File: src/rtl/csr_file.sv
// Machine-mode CSR file: mstatus, mie, mtvec, mepc, mcause, mip, plus trap entry and MRET.
// Define CSR_MCYCLE_EN to add the 64-bit mcycle/mcycleh counter at 0xB00/0xB80.
module csr_file #(
  parameter int DW = 32
) (
  input  logic          clk,
  input  logic          rst,
  input  logic          csr_en,
  input  logic [1:0]    csr_op,
  input  logic [11:0]   csr_addr,
  input  logic [DW-1:0] csr_wdata,
  output logic [DW-1:0] csr_rdata,
  output logic          csr_illegal,
  input  logic          timer_irq,
  input  logic          ext_irq,
  input  logic          trap_take,
  input  logic [DW-1:0] trap_pc,
  input  logic          is_mret,
  output logic [DW-1:0] mstatus_reg,
  output logic [DW-1:0] mie_reg,
  output logic [DW-1:0] mtvec_reg,
  output logic [DW-1:0] mepc_reg,
  output logic [DW-1:0] mcause_reg,
  output logic [DW-1:0] mip_reg
);

  typedef enum logic [1:0] {
    OP_NONE = 2'b00,
    OP_RW   = 2'b01,
    OP_RS   = 2'b10,
    OP_RC   = 2'b11
  } csr_op_e;

  localparam logic [11:0] ADDR_MSTATUS = 12'h300;
  localparam logic [11:0] ADDR_MIE     = 12'h304;
  localparam logic [11:0] ADDR_MTVEC   = 12'h305;
  localparam logic [11:0] ADDR_MEPC    = 12'h341;
  localparam logic [11:0] ADDR_MCAUSE  = 12'h342;
  localparam logic [11:0] ADDR_MIP     = 12'h344;

  localparam logic [DW-1:0] MSTATUS_FIXED = 32'h0000_1800;  // MPP hardwired to M-mode
  localparam logic [DW-1:0] MSTATUS_WMASK = 32'h0000_0088;
  localparam logic [DW-1:0] MIE_BIT       = 32'h0000_0008;
  localparam logic [DW-1:0] MPIE_BIT      = 32'h0000_0080;
  localparam logic [DW-1:0] MIE_WMASK     = 32'h0000_0880;
  localparam logic [DW-1:0] MTVEC_WMASK   = 32'hFFFF_FFFD;
  localparam logic [DW-1:0] MEPC_WMASK    = 32'hFFFF_FFFC;
  localparam logic [DW-1:0] CAUSE_EXT     = 32'h8000_000B;
  localparam logic [DW-1:0] CAUSE_TIMER   = 32'h8000_0007;

  logic [DW-1:0] mstatus_q, mie_q, mtvec_q, mepc_q, mcause_q, mip_q;
  logic [DW-1:0] mip_next;
  logic [DW-1:0] old_val, new_val;
  logic          addr_mapped;
  logic          write_req, csr_we;
  csr_op_e       op;

`ifdef CSR_MCYCLE_EN
  localparam logic [11:0] ADDR_MCYCLE  = 12'hB00;
  localparam logic [11:0] ADDR_MCYCLEH = 12'hB80;
  logic [63:0] mcycle_q;
`endif

  assign op = csr_op_e'(csr_op);

  // NOTE: every variable assigned here gets a default first, so no path leaves a latch.
  always_comb begin
    addr_mapped = 1'b1;
    old_val     = '0;
    case (csr_addr)
      ADDR_MSTATUS: old_val = mstatus_q;
      ADDR_MIE:     old_val = mie_q;
      ADDR_MTVEC:   old_val = mtvec_q;
      ADDR_MEPC:    old_val = mepc_q;
      ADDR_MCAUSE:  old_val = mcause_q;
      ADDR_MIP:     old_val = mip_q;
`ifdef CSR_MCYCLE_EN
      ADDR_MCYCLE:  old_val = mcycle_q[31:0];
      ADDR_MCYCLEH: old_val = mcycle_q[63:32];
`endif
      default:      addr_mapped = 1'b0;
    endcase
  end

  always_comb begin
    new_val = old_val;
    case (op)
      OP_RW:   new_val = csr_wdata;
      OP_RS:   new_val = old_val | csr_wdata;
      OP_RC:   new_val = old_val & ~csr_wdata;
      default: new_val = old_val;
    endcase
  end

  always_comb begin
    mip_next     = '0;
    mip_next[7]  = timer_irq;
    mip_next[11] = ext_irq;
  end

  // Set/clear with a zero operand is a pure read; traps and MRET pre-empt any write.
  assign write_req = csr_en && (op != OP_NONE) && addr_mapped &&
                     !(((op == OP_RS) || (op == OP_RC)) && (csr_wdata == '0));
  assign csr_we    = write_req && !trap_take && !is_mret;

  assign csr_rdata   = old_val;
  assign csr_illegal = csr_en && !addr_mapped;

  // NOTE: sequential state uses non-blocking assignments so every flop samples pre-edge values.
  always_ff @(posedge clk) begin
    if (rst) begin
      mstatus_q <= MSTATUS_FIXED;
      mie_q     <= '0;
      mtvec_q   <= '0;
      mepc_q    <= '0;
      mcause_q  <= '0;
      mip_q     <= '0;
    end else begin
      mip_q <= mip_next;
      if (trap_take) begin
        mepc_q    <= trap_pc & MEPC_WMASK;
        mstatus_q <= MSTATUS_FIXED | (mstatus_q[3] ? MPIE_BIT : '0);
        mcause_q  <= (mip_q[11] && mie_q[11]) ? CAUSE_EXT : CAUSE_TIMER;
      end else if (is_mret) begin
        mstatus_q <= MSTATUS_FIXED | MPIE_BIT | (mstatus_q[7] ? MIE_BIT : '0);
      end else if (csr_we) begin
        case (csr_addr)
          ADDR_MSTATUS: mstatus_q <= (mstatus_q & ~MSTATUS_WMASK) | (new_val & MSTATUS_WMASK);
          ADDR_MIE:     mie_q     <= new_val & MIE_WMASK;
          ADDR_MTVEC:   mtvec_q   <= new_val & MTVEC_WMASK;
          ADDR_MEPC:    mepc_q    <= new_val & MEPC_WMASK;
          ADDR_MCAUSE:  mcause_q  <= new_val;
          default:      ;
        endcase
      end
    end
  end

`ifdef CSR_MCYCLE_EN
  // A write to one half replaces it for that edge; the counter skips its increment.
  always_ff @(posedge clk) begin
    if (rst) begin
      mcycle_q <= '0;
    end else if (csr_we && (csr_addr == ADDR_MCYCLE)) begin
      mcycle_q[31:0] <= new_val;
    end else if (csr_we && (csr_addr == ADDR_MCYCLEH)) begin
      mcycle_q[63:32] <= new_val;
    end else begin
      mcycle_q <= mcycle_q + 64'd1;
    end
  end
`endif

  assign mstatus_reg = mstatus_q;
  assign mie_reg     = mie_q;
  assign mtvec_reg   = mtvec_q;
  assign mepc_reg    = mepc_q;
  assign mcause_reg  = mcause_q;
  assign mip_reg     = mip_q;

endmodule
File: config.mk
export PLATFORM = sky130hd
export DESIGN_NAME = csr_file
export DESIGN_NICKNAME = d
export VERILOG_FILES = /design/src/rtl/csr_file.sv
export SDC_FILE = /design/constraint.sdc
export NUM_CORES = 1
export LEC_CHECK = 0
export ABC_AREA = 0
export BUFFER_PORTS_ARGS = -buffer_cell sky130_fd_sc_hd__buf_4
export CORE_MARGIN = 2
export CORE_UTILIZATION = 47
export DETAILED_ROUTE_END_ITERATION = 10
export PLACE_DENSITY = 0.84
export REMOVE_ABC_BUFFERS = 1
export SLEW_MARGIN = 15
export SYNTH_ARGS = -nofsm -noshare
export SYNTH_HDL_FRONTEND = slang
export SYNTH_SLANG_ARGS = --single-unit
File: constraint.sdc
create_clock -name clk -period 3.5 [get_ports clk]
set_input_delay 0.7 -clock clk [delete_from_list [all_inputs] [get_ports clk]]
set_output_delay 0.7 -clock clk [all_outputs]
set_load 0.05 [all_outputs]
## After elaboration in Yosys (flattened, before gate mapping)

Index checks and enable logic that the tools add are counted.
W data, S select, Z words.

| word-level totals | value |
|---|---|
| bits in registers | 159 |

| cells by class | value |
|---|---|
| eq/ne operators | 10 |
| multiplexer cells | 18 |
| bitwise gates (word level) | 6 |
| reductions and logical operators | 28 |

Operators by type and width:

| cell | number |
|---|---|
| $mux W32 | 12 |
| $pmux W32 S6 | 1 |
| $pmux W32 S3 | 1 |
| $eq A12 B10 Y1 const B | 6 |
| $and A32 B32 Y32 | 1 |
| $logic_not A32 Y1 | 1 |
| $not A32 Y32 | 1 |
| $or A32 B32 Y32 | 1 |
| $or A32 B8 Y32 | 1 |
| $logic_and A1 B1 Y1 | 8 |
| $mux W4 | 2 |
| $mux W8 | 1 |
| $reduce_and A4 Y1 | 2 |
| $reduce_bool A2 Y1 | 4 |
| $reduce_and A3 Y1 | 2 |
| $reduce_bool A3 Y1 | 2 |
| $reduce_or A6 Y1 | 1 |
| $eq A2 B2 Y1 const B | 2 |
| $logic_not A1 Y1 | 4 |
| $reduce_and A2 Y1 | 2 |
| $reduce_or A3 Y1 | 1 |
| $eq A2 B1 Y1 const B | 1 |
| $ne A2 B2 Y1 const B | 1 |
| $not A1 Y1 | 2 |
| 2 further kinds | 2 |

## Depth between registers and ports, before layout

Gate-level depths: netlist of run 1.

| logic depth | value |
|---|---|
| depth after elaboration | 10 |
| mapped depth | 9 |

## Worst setup path after synthesis of run 1

No wires, ideal clock.

| timing path | value |
|---|---|
| kind | input-to-output |
| start point | in csr_addr[5] |
| end point | out csr_rdata[10] |
| arrival time | 2.717 ns |
| data required time | 2.800 ns |
| setup slack | 0.083 ns |
| stages | 8 |
| buffers on the path | 3 |
| cells stage by stage | nor4_1 > and4b_1 > clkbuf_1 > clkbuf_1 > and2_1 > clkbuf_1 > nand2_1 > nand2_1 |

| between the ends | value |
|---|---|
| longest elaborated chain between the ends | 2 |
| elaborated cells on any way between the ends | 7 |

RTL lines:

| what | line | text |
|---|---|---|
| start: declaration | 10 | `input logic [11:0] csr_addr,` |
| $eq A12 B10 Y1 | 70 | `case (csr_addr)` |
| $pmux W32 S6 * | 70 |  |
| end: declaration | 12 | `output logic [DW-1:0] csr_rdata,` |

Every way passes the cells marked *; elsewhere a longest branch is shown, timed or not.

## Worst setup path after layout of run 1

| timing path | value |
|---|---|
| start point | in csr_addr[5] |
| end point | out csr_rdata[20] |

The elaborated chain is that of the path after synthesis.

==> results of run 1 <==
## through the flow
| step | utilization | hold slack, ns |
|---|---|---|
| 2_1_floorplan | - | 0.691 |
| 3_3_place_gp | 0.586 | 0.459 |
| 3_5_place_dp | 0.586 | 0.466 |
| 4_1_cts | 0.607 | 0.476 |
| 5_1_grt | 0.607 | 0.496 |
| 6_report | 0.607 | 0.476 |
## worst max-delay path, cell delays in order
cell	delay (ns)
buf_4	0.11
or4_4	0.59
nor3_4	0.13
buf_4	0.30
a32oi_1	0.19
a21boi_0	0.16
inv_1	0.10
buf_4	0.20
## report_power, final
group | total (mW) | switching (mW) | internal, mW | leakage [nW]
registers | 1.18 | 0.0263 | 1.15 | 0.806
logic | 0.699 | 0.520 | 0.179 | 2.61
clock network | 0.946 | 0.442 | 0.504 | 0.126
## cell families after synthesis
group                  Yosys count  share of synthesized area
AND/OR/NAND/NOR                303                      0.224
AO/OA/AOI/OAI                  168                      0.203
buffers and inverters          170                      0.164
other                            2                    0.00119
XOR/XNOR                        32                     0.0445
flip-flops                      99                      0.315
multiplexers                    31                     0.0493
## worst min path at each step
| stage | to | slack [ns] |
|---|---|---|
| final | mcause_reg[21] | 0.48 |
| after detailed placement | mcause_reg[22] | 0.47 |
| after global routing | mcause_reg[21] | 0.50 |
| after global placement | mcause_reg[22] | 0.46 |
| after CTS | mcause_reg[22] | 0.48 |
| after floorplan | mcause_reg[6] | 0.69 |
## cell usage after synthesis (all sizes together) (2+ instances only)
| library cell | count |
|---|---|
| or4 | 2 |
| a32oi | 60 |
| nor2 | 56 |
| inv | 12 |
| a21oi | 32 |
| xor2 | 3 |
| a311oi | 12 |
| nand3b | 10 |
| conb | 2 |
| nor2b | 6 |
| dfxtp | 99 |
| a21boi | 4 |
| nand2b | 2 |
| clkbuf | 49 |
| a2111oi | 3 |
| a211oi | 8 |
| nor4 | 10 |
| o21ai | 10 |
| a31oi | 2 |
| nand2 | 163 |
| a22oi | 17 |
| nand4 | 2 |
| and2 | 5 |
| nor3b | 2 |
| or3 | 3 |
| and3 | 3 |
| mux2i | 31 |
| nand3 | 26 |
| a221o | 2 |
| xnor2 | 29 |
| nor3 | 6 |
| a22o | 12 |
| buf | 109 |
## placed cells by master, fill, tap and decap left out, types with 3 or more instances in the layout
cell type,instances
inv_1,12
a311oi_1,12
clkbuf_1,3
xor2_1,3
nor4_1,9
dfxtp_1,99
nand3b_1,10
xnor2_1,29
conb_1,93
nand3_1,25
a32oi_1,60
a22o_1,12
and3_1,3
nor2b_1,5
nand2_1,163
and2_1,3
a22oi_1,17
a21oi_1,32
a21boi_0,4
nor2_1,54
buf_4,236
mux2i_1,31
o21ai_0,9
a211oi_1,8
nor3_1,4
a2111oi_0,3
clkbuf_16,9
## metal layers
| metal | track usage | share of wire | up-vias |
|---|---|---|---|
| li1 | - | - | 3040 |
| met5 | 0 | 0 | - |
| met1 | 0.389 | 0.39 | 3176 |
| met3 | 0.0447 | 0.10 | 83 |
| met4 | 0.137 | 0.038 | 0 |
| met2 | 0.488 | 0.47 | 507 |
## cell type report
class	instances	area share
multi-input cells	627	0.457
clock buffers	13	0.0314
inverters	12	0.00565
repair buffers	238	0.227
flip-flops and latches	99	0.249
clock inverters	3	0.00298
well taps	176	0.0276
==> impl_metrics.prom, run 1 <==
# TYPE chip_impl_metric gauge
chip_impl_metric{name="setup_slack",unit="ns"} 0.316
chip_impl_metric{name="r2r_slack",unit="ns"} 1.07
chip_impl_metric{name="worst_ep_arrival_time",unit="ns"} 2.48
chip_impl_metric{name="multi_input_combinational_cell_area",unit="mm²"} 0.00364
chip_impl_metric{name="reg2reg_depth",unit=""} 6
chip_impl_metric{name="grt_overflow",unit=""} 0
chip_impl_info{name="cts_tree",value="yes"} 1
chip_impl_info{name="synth.largest_area_cell",value="dfxtp_1"} 1
chip_impl_metric{name="finClkSkew",unit="ns"} 0.00598
chip_impl_metric{name="cp_max_fo",unit=""} 18
chip_impl_metric{name="synth_edf_count",unit=""} 0
chip_impl_metric{name="ctsResizeCount",unit=""} 0
chip_impl_metric{name="synthCells",unit=""} 805
chip_impl_info{name="start_kind",value="input pin"} 1
chip_impl_metric{name="clk_latency",unit="ns"} 0.35
chip_impl_metric{name="area_of_the_core_region",unit="mm²"} 0.0131
chip_impl_metric{name="fillCellCount",unit=""} 1233
chip_impl_metric{name="p_total",unit="mW"} 2.83
chip_impl_metric{name="sinks_on_the_clock_net",unit=""} 99
chip_impl_metric{name="routed_wire_length_per_instance",unit="µm"} 19.3
chip_impl_info{name="worst_hold_startpoint",value="mcause_reg[21]"} 1
chip_impl_info{name="critical_path.endpoint",value="csr_rdata[20]"} 1
chip_impl_metric{name="setup_tns",unit="ns"} 0
chip_impl_metric{name="synth_seq_area_share",unit=""} 0.315
chip_impl_metric{name="synth.ff_latch_count",unit=""} 99
chip_impl_metric{name="layout_min_cycle_time",unit="ns"} 3.18
chip_impl_metric{name="postSynthAreaPerCell",unit="µm²"} 7.82
chip_impl_metric{name="static-leakage-power",unit="nW"} 3.54
chip_impl_info{name="unrepaired_setup_endpoints_after_global_routing",value="no"} 1
chip_impl_metric{name="postPlaceCellArea",unit="mm²"} 0.00770
chip_impl_metric{name="clk_transition_reported_paths",unit="ns"} 0.07
chip_impl_info{name="timing.critical_path.from",value="csr_addr[5]"} 1
chip_impl_metric{name="final_antenna_net_count",unit=""} 0
chip_impl_metric{name="fraction_of_final_layout_cells_with_drive_strength_greater_than_1",unit=""} 0.268
chip_impl_metric{name="die_area",unit="mm²"} 0.0143
chip_impl_metric{name="synthDistinctLibCells",unit=""} 57
chip_impl_metric{name="cts.repair_timing.setup_buffer_count",unit=""} 0
chip_impl_metric{name="dp_hpwl",unit="µm"} 15600
chip_impl_metric{name="grt_pass1_vias",unit=""} 5965
chip_impl_metric{name="async_reset_ff_frac",unit=""} 0
chip_impl_metric{name="timing.final.max_slew_violations",unit=""} 0
chip_impl_metric{name="worstHoldPathCells",unit=""} 2
chip_impl_metric{name="timing_worst_slew_pin_value",unit="ns"} 0.927
chip_impl_metric{name="area_growth",unit="%"} 26.7
chip_impl_metric{name="postRouteWirelength",unit="µm"} 22600
chip_impl_metric{name="post-route-drc-count",unit=""} 0
chip_impl_metric{name="place.detailed.instances",unit=""} 1152
chip_impl_metric{name="largest_reg_flops",unit=""} 32
chip_impl_metric{name="cts-hold-fix-buffers",unit=""} 0
chip_impl_metric{name="detail_route.first_pass.iterations",unit=""} 5
chip_impl_metric{name="highest_ir_drop_seen_on_vdd",unit="mV"} 0.195
chip_impl_metric{name="place_ws",unit="ns"} 0.370
chip_impl_metric{name="fp_rows",unit=""} 42
chip_impl_metric{name="post_drt_via_cell_ratio",unit=""} 5.83
chip_impl_info{name="endpoint_kind",value="primary output"} 1
chip_impl_metric{name="globalRouteTotalUtil",unit=""} 0.299
chip_impl_metric{name="nets",unit=""} 1072
chip_impl_metric{name="die_y",unit="µm"} 120
chip_impl_info{name="path_class",value="in -> out"} 1
chip_impl_metric{name="finalWeightedCongestion",unit=""} 0.841
chip_impl_info{name="hold_path_class",value="reg -> reg"} 1
chip_impl_metric{name="finalSetupViolations",unit=""} 0
chip_impl_metric{name="stdcell_area",unit="mm²"} 0.00798
chip_impl_metric{name="yosysTopAreaCellShare",unit=""} 0.315
chip_impl_metric{name="ioPinCount",unit=""} 310
chip_impl_metric{name="synth-warning-count",unit=""} 0
chip_impl_metric{name="grt_start_max_net_pins",unit=""} 41
chip_impl_metric{name="first_pass_grt_wire_length",unit="µm"} 33200
chip_impl_info{name="synth_flop_cell",value="dfxtp_1"} 1
chip_impl_metric{name="slew_headroom",unit=""} 0.381
chip_impl_metric{name="antenna_found_initial",unit=""} 0
chip_impl_metric{name="post_synth_instance_area",unit="mm²"} 0.00630
chip_impl_metric{name="cts-root-to-sink-buffers",unit=""} 2
chip_impl_metric{name="route.vias.total",unit=""} 6806
chip_impl_info{name="top_cells_by_area_in_the_synthesized_netlist",value="dfxtp_1 (31%), buf_4 (12%), nand2_1 (9.7%), a32oi_1 (8.3%), mux2i_1 (4.9%)"} 1
chip_impl_metric{name="seqCellArea",unit="mm²"} 0.00198
chip_impl_metric{name="initial_utilization",unit=""} 0.479
chip_impl_metric{name="dr.first_iter.drc_count",unit=""} 775
chip_impl_metric{name="max_cap_viol_count",unit=""} 0
chip_impl_info{name="cts-root-buf",value="clkbuf_16"} 1
chip_impl_info{name="rr_startpoint",value="mstatus_reg[3]"} 1
chip_impl_metric{name="antenna_cells_inserted",unit=""} 0
chip_impl_info{name="critical_path.reg2reg.endpoint",value="mstatus_reg[3]"} 1
chip_impl_metric{name="die_width",unit="µm"} 120
chip_impl_metric{name="pwr_density_cell",unit="mW/mm²"} 354
chip_impl_metric{name="clock_buffer_count_from_cts",unit=""} 9
chip_impl_metric{name="finalHoldViolations",unit=""} 0
chip_impl_metric{name="period_share",unit=""} 0.910
chip_impl_info{name="outcome",value="completed"} 1
chip_impl_metric{name="worst_ep_required_time",unit="ns"} 2.80
chip_impl_metric{name="max_clock_freq",unit="GHz"} 0.314
chip_impl_metric{name="stdcell_count",unit=""} 1168
chip_impl_metric{name="h-tree-depth",unit=""} 3
chip_impl_metric{name="place.port_buffers",unit=""} 214
No activity file was read; power rests on OpenSTA's default activity.
==> run 2, diff against run 1 <==
--- a/config.mk
+++ b/config.mk
@@ -7,10 +7,11 @@
 export LEC_CHECK = 0
 export ABC_AREA = 0
 export BUFFER_PORTS_ARGS = -buffer_cell sky130_fd_sc_hd__buf_4
-export CORE_MARGIN = 2
-export CORE_UTILIZATION = 47
+export CORE_AREA = 2 2 121 123
+export CTS_BUF_LIST = sky130_fd_sc_hd__clkbuf_8
 export DETAILED_ROUTE_END_ITERATION = 10
-export PLACE_DENSITY = 0.84
+export DIE_AREA = 0 0 123 125
+export PLACE_DENSITY = 0.8
 export REMOVE_ABC_BUFFERS = 1
 export SLEW_MARGIN = 15
 export SYNTH_ARGS = -nofsm -noshare
==> run 2 against run 1 <==
Register-to-register slack worse by 0.11 ns. Highest routed layer unchanged. Design area shrank 0.86%. Sequential power barely moved. Clock-buffer cell count fell by 2. Sequential share of layout area increased by 0.22 points. Sequential cell count is the same. Non-clock buffer count grew 4. Core utilization decreased by 5.0 points. First-iteration DRC count shrank 25%. Worst setup slack worse by 0.033 ns. Critical path type unchanged.
==> impl_metrics.prom, run 2 (synthesis results as in run 1) <==
# TYPE chip_impl_metric gauge
chip_impl_metric{name="initial_utilization",unit=""} 0.443
chip_impl_metric{name="dr.first_iter.drc_count",unit=""} 580
chip_impl_metric{name="route.vias.total",unit=""} 6745
chip_impl_metric{name="antenna_cells_inserted",unit=""} 0
chip_impl_metric{name="grt_start_max_net_pins",unit=""} 53
chip_impl_metric{name="first_pass_grt_wire_length",unit="µm"} 33700
chip_impl_metric{name="r2r_slack",unit="ns"} 0.96
chip_impl_metric{name="post-route-drc-count",unit=""} 0
chip_impl_metric{name="stdcell_count",unit=""} 1179
chip_impl_metric{name="largest_reg_flops",unit=""} 32
chip_impl_metric{name="worst_ep_arrival_time",unit="ns"} 2.52
chip_impl_info{name="outcome",value="completed"} 1
chip_impl_metric{name="seqCellArea",unit="mm²"} 0.00198
chip_impl_info{name="critical_path.endpoint",value="csr_rdata[20]"} 1
chip_impl_metric{name="place.port_buffers",unit=""} 214
chip_impl_metric{name="place.detailed.instances",unit=""} 1164
chip_impl_metric{name="finalWeightedCongestion",unit=""} 0.862
chip_impl_metric{name="period_share",unit=""} 0.919
chip_impl_metric{name="nets",unit=""} 1076
chip_impl_metric{name="grt_overflow",unit=""} 0
chip_impl_info{name="endpoint_kind",value="primary output"} 1
chip_impl_metric{name="multi_input_combinational_cell_area",unit="mm²"} 0.00364
chip_impl_info{name="path_class",value="in -> out"} 1
chip_impl_metric{name="clk_latency",unit="ns"} 0.38
chip_impl_metric{name="fraction_of_final_layout_cells_with_drive_strength_greater_than_1",unit=""} 0.273
chip_impl_metric{name="slew_headroom",unit=""} 0.532
chip_impl_metric{name="globalRouteTotalUtil",unit=""} 0.281
chip_impl_metric{name="cts-hold-fix-buffers",unit=""} 0
chip_impl_metric{name="finalSetupViolations",unit=""} 0
chip_impl_metric{name="setup_tns",unit="ns"} 0
chip_impl_metric{name="layout_min_cycle_time",unit="ns"} 3.22
chip_impl_info{name="cpMostUsedCell",value="buf_4"} 1
chip_impl_metric{name="area_of_the_core_region",unit="mm²"} 0.0142
chip_impl_metric{name="dp_hpwl",unit="µm"} 15900
chip_impl_metric{name="h-tree-depth",unit=""} 3
chip_impl_info{name="worstPathCellList",value="buf_4 > or4_4 > nor3_4 > buf_4 > a32oi_1 > a21boi_0 > inv_1 > buf_4"} 1
chip_impl_metric{name="post_drt_via_cell_ratio",unit=""} 5.72
chip_impl_metric{name="static-leakage-power",unit="nW"} 3.53
chip_impl_metric{name="stdcell_area",unit="mm²"} 0.00791
chip_impl_metric{name="timing.final.max_slew_violations",unit=""} 0
chip_impl_info{name="start_kind",value="input pin"} 1
chip_impl_metric{name="die_area",unit="mm²"} 0.0154
chip_impl_metric{name="ioPinCount",unit=""} 310
chip_impl_metric{name="die_y",unit="µm"} 125
chip_impl_metric{name="highest_ir_drop_seen_on_vdd",unit="mV"} 0.199
chip_impl_metric{name="path_depth",unit=""} 8
chip_impl_metric{name="postRouteWirelength",unit="µm"} 22700
chip_impl_metric{name="finClkSkew",unit="ns"} 0.00839
chip_impl_info{name="hold_path_class",value="reg -> reg"} 1
chip_impl_metric{name="cts.repair_timing.setup_buffer_count",unit=""} 0
chip_impl_metric{name="sinks_on_the_clock_net",unit=""} 99
chip_impl_info{name="layout.cells.most_common",value="buf_4"} 1
chip_impl_metric{name="fillCellCount",unit=""} 1385
chip_impl_info{name="path_delay_family",value="simple AND/OR/NAND/NOR gates"} 1
chip_impl_metric{name="grt_pass1_vias",unit=""} 6220
chip_impl_metric{name="max_clock_freq",unit="GHz"} 0.311
chip_impl_metric{name="reg2reg_depth",unit=""} 6
chip_impl_metric{name="place_ws",unit="ns"} 0.305
chip_impl_metric{name="antenna_found_initial",unit=""} 0
chip_impl_metric{name="area_growth",unit="%"} 25.6
chip_impl_metric{name="detail_route.first_pass.iterations",unit=""} 5
chip_impl_metric{name="final_antenna_net_count",unit=""} 0
chip_impl_metric{name="clk_transition_reported_paths",unit="ns"} 0.10
chip_impl_metric{name="die_width",unit="µm"} 123
chip_impl_metric{name="timing_worst_slew_pin_value",unit="ns"} 0.702
chip_impl_info{name="critical_path.reg2reg.endpoint",value="mstatus_reg[3]"} 1
chip_impl_metric{name="routed_wire_length_per_instance",unit="µm"} 19.2
chip_impl_info{name="cts_tree",value="yes"} 1
chip_impl_metric{name="final_core_util",unit=""} 0.557
chip_impl_metric{name="ctsResizeCount",unit=""} 0
chip_impl_metric{name="setup_slack",unit="ns"} 0.283
chip_impl_metric{name="fp_rows",unit=""} 44
chip_impl_info{name="critical-path-slowest-cell",value="or4_4"} 1
chip_impl_metric{name="finalHoldViolations",unit=""} 0
chip_impl_metric{name="postPlaceCellArea",unit="mm²"} 0.00773
chip_impl_metric{name="cp_max_fo",unit=""} 15
chip_impl_metric{name="pwr_density_cell",unit="mW/mm²"} 328
chip_impl_metric{name="peak_per_stage_delay_on_the_critical_path",unit="ns"} 0.59
chip_impl_metric{name="p_total",unit="mW"} 2.60
chip_impl_metric{name="worst_ep_required_time",unit="ns"} 2.80
chip_impl_metric{name="max_cap_viol_count",unit=""} 0
chip_impl_metric{name="fin_hold_ws",unit="ns"} 0.480
chip_impl_metric{name="cts-root-to-sink-buffers",unit=""} 2
chip_impl_info{name="timing.critical_path.from",value="csr_addr[5]"} 1
chip_impl_metric{name="critical_path.n_buffers_inverters",unit=""} 4
chip_impl_info{name="cts-root-buf",value="clkbuf_8"} 1
chip_impl_metric{name="clock_buffer_count_from_cts",unit=""} 9
chip_impl_info{name="mostFrequentLayoutCells",value="buf_4 (241), nand2_1 (163), dfxtp_1 (99)"} 1
chip_impl_info{name="unrepaired_setup_endpoints_after_global_routing",value="no"} 1
chip_impl_info{name="rr_startpoint",value="mstatus_reg[3]"} 1
==> run 2: layer usage <==
layer  part of all wire  wire length [µm]  vias to the layer above  GRT usage
met5                  0                 0                        -          0
met4              0.035               784                        0      0.128
met3              0.097              2200                       69     0.0506
met2               0.47             10600                      440      0.447
met1               0.40              9130                     3193      0.368
li1                   -                 -                     3043          -
==> run 2: worst min path at each step <==
stage	start	end	slack, ns	depth (start not counted)
global route	mcause_reg[11]	mcause_reg[11]	0.50	2
floorplan	mcause_reg[6]	mcause_reg[6]	0.69	2
finish	mcause_reg[12]	mcause_reg[12]	0.48	2
global placement	mcause_reg[11]	mcause_reg[11]	0.46	2
detailed placement	mcause_reg[12]	mcause_reg[12]	0.47	2
CTS	mcause_reg[12]	mcause_reg[12]	0.48	2
==> run 2: worst min-delay path, stage by stage (launching register included) <==
cell and delay, ns:
dfxtp_1 0.34, nand2_1 0.05, a21oi_1 0.05
==> run 2: power breakdown <==
part | total [mW] | switching, mW | internal (mW)
sequential | 1.18 | 0.0268 | 1.15
combinational | 0.697 | 0.518 | 0.179
clock | 0.718 | 0.424 | 0.293
total | 2.60 | 0.970 | 1.63
==> run 2: area by class of cell <==
| cell class | count | share of cell area |
|---|---|---|
| Inverter | 12 | 0.00570 |
| Timing Repair Buffer | 242 | 0.231 |
| Multi-Input combinational cell | 627 | 0.461 |
| Clock buffer | 11 | 0.0191 |
| Clock inverter | 4 | 0.00332 |
| Tap cell | 184 | 0.0291 |
| Sequential cell | 99 | 0.251 |
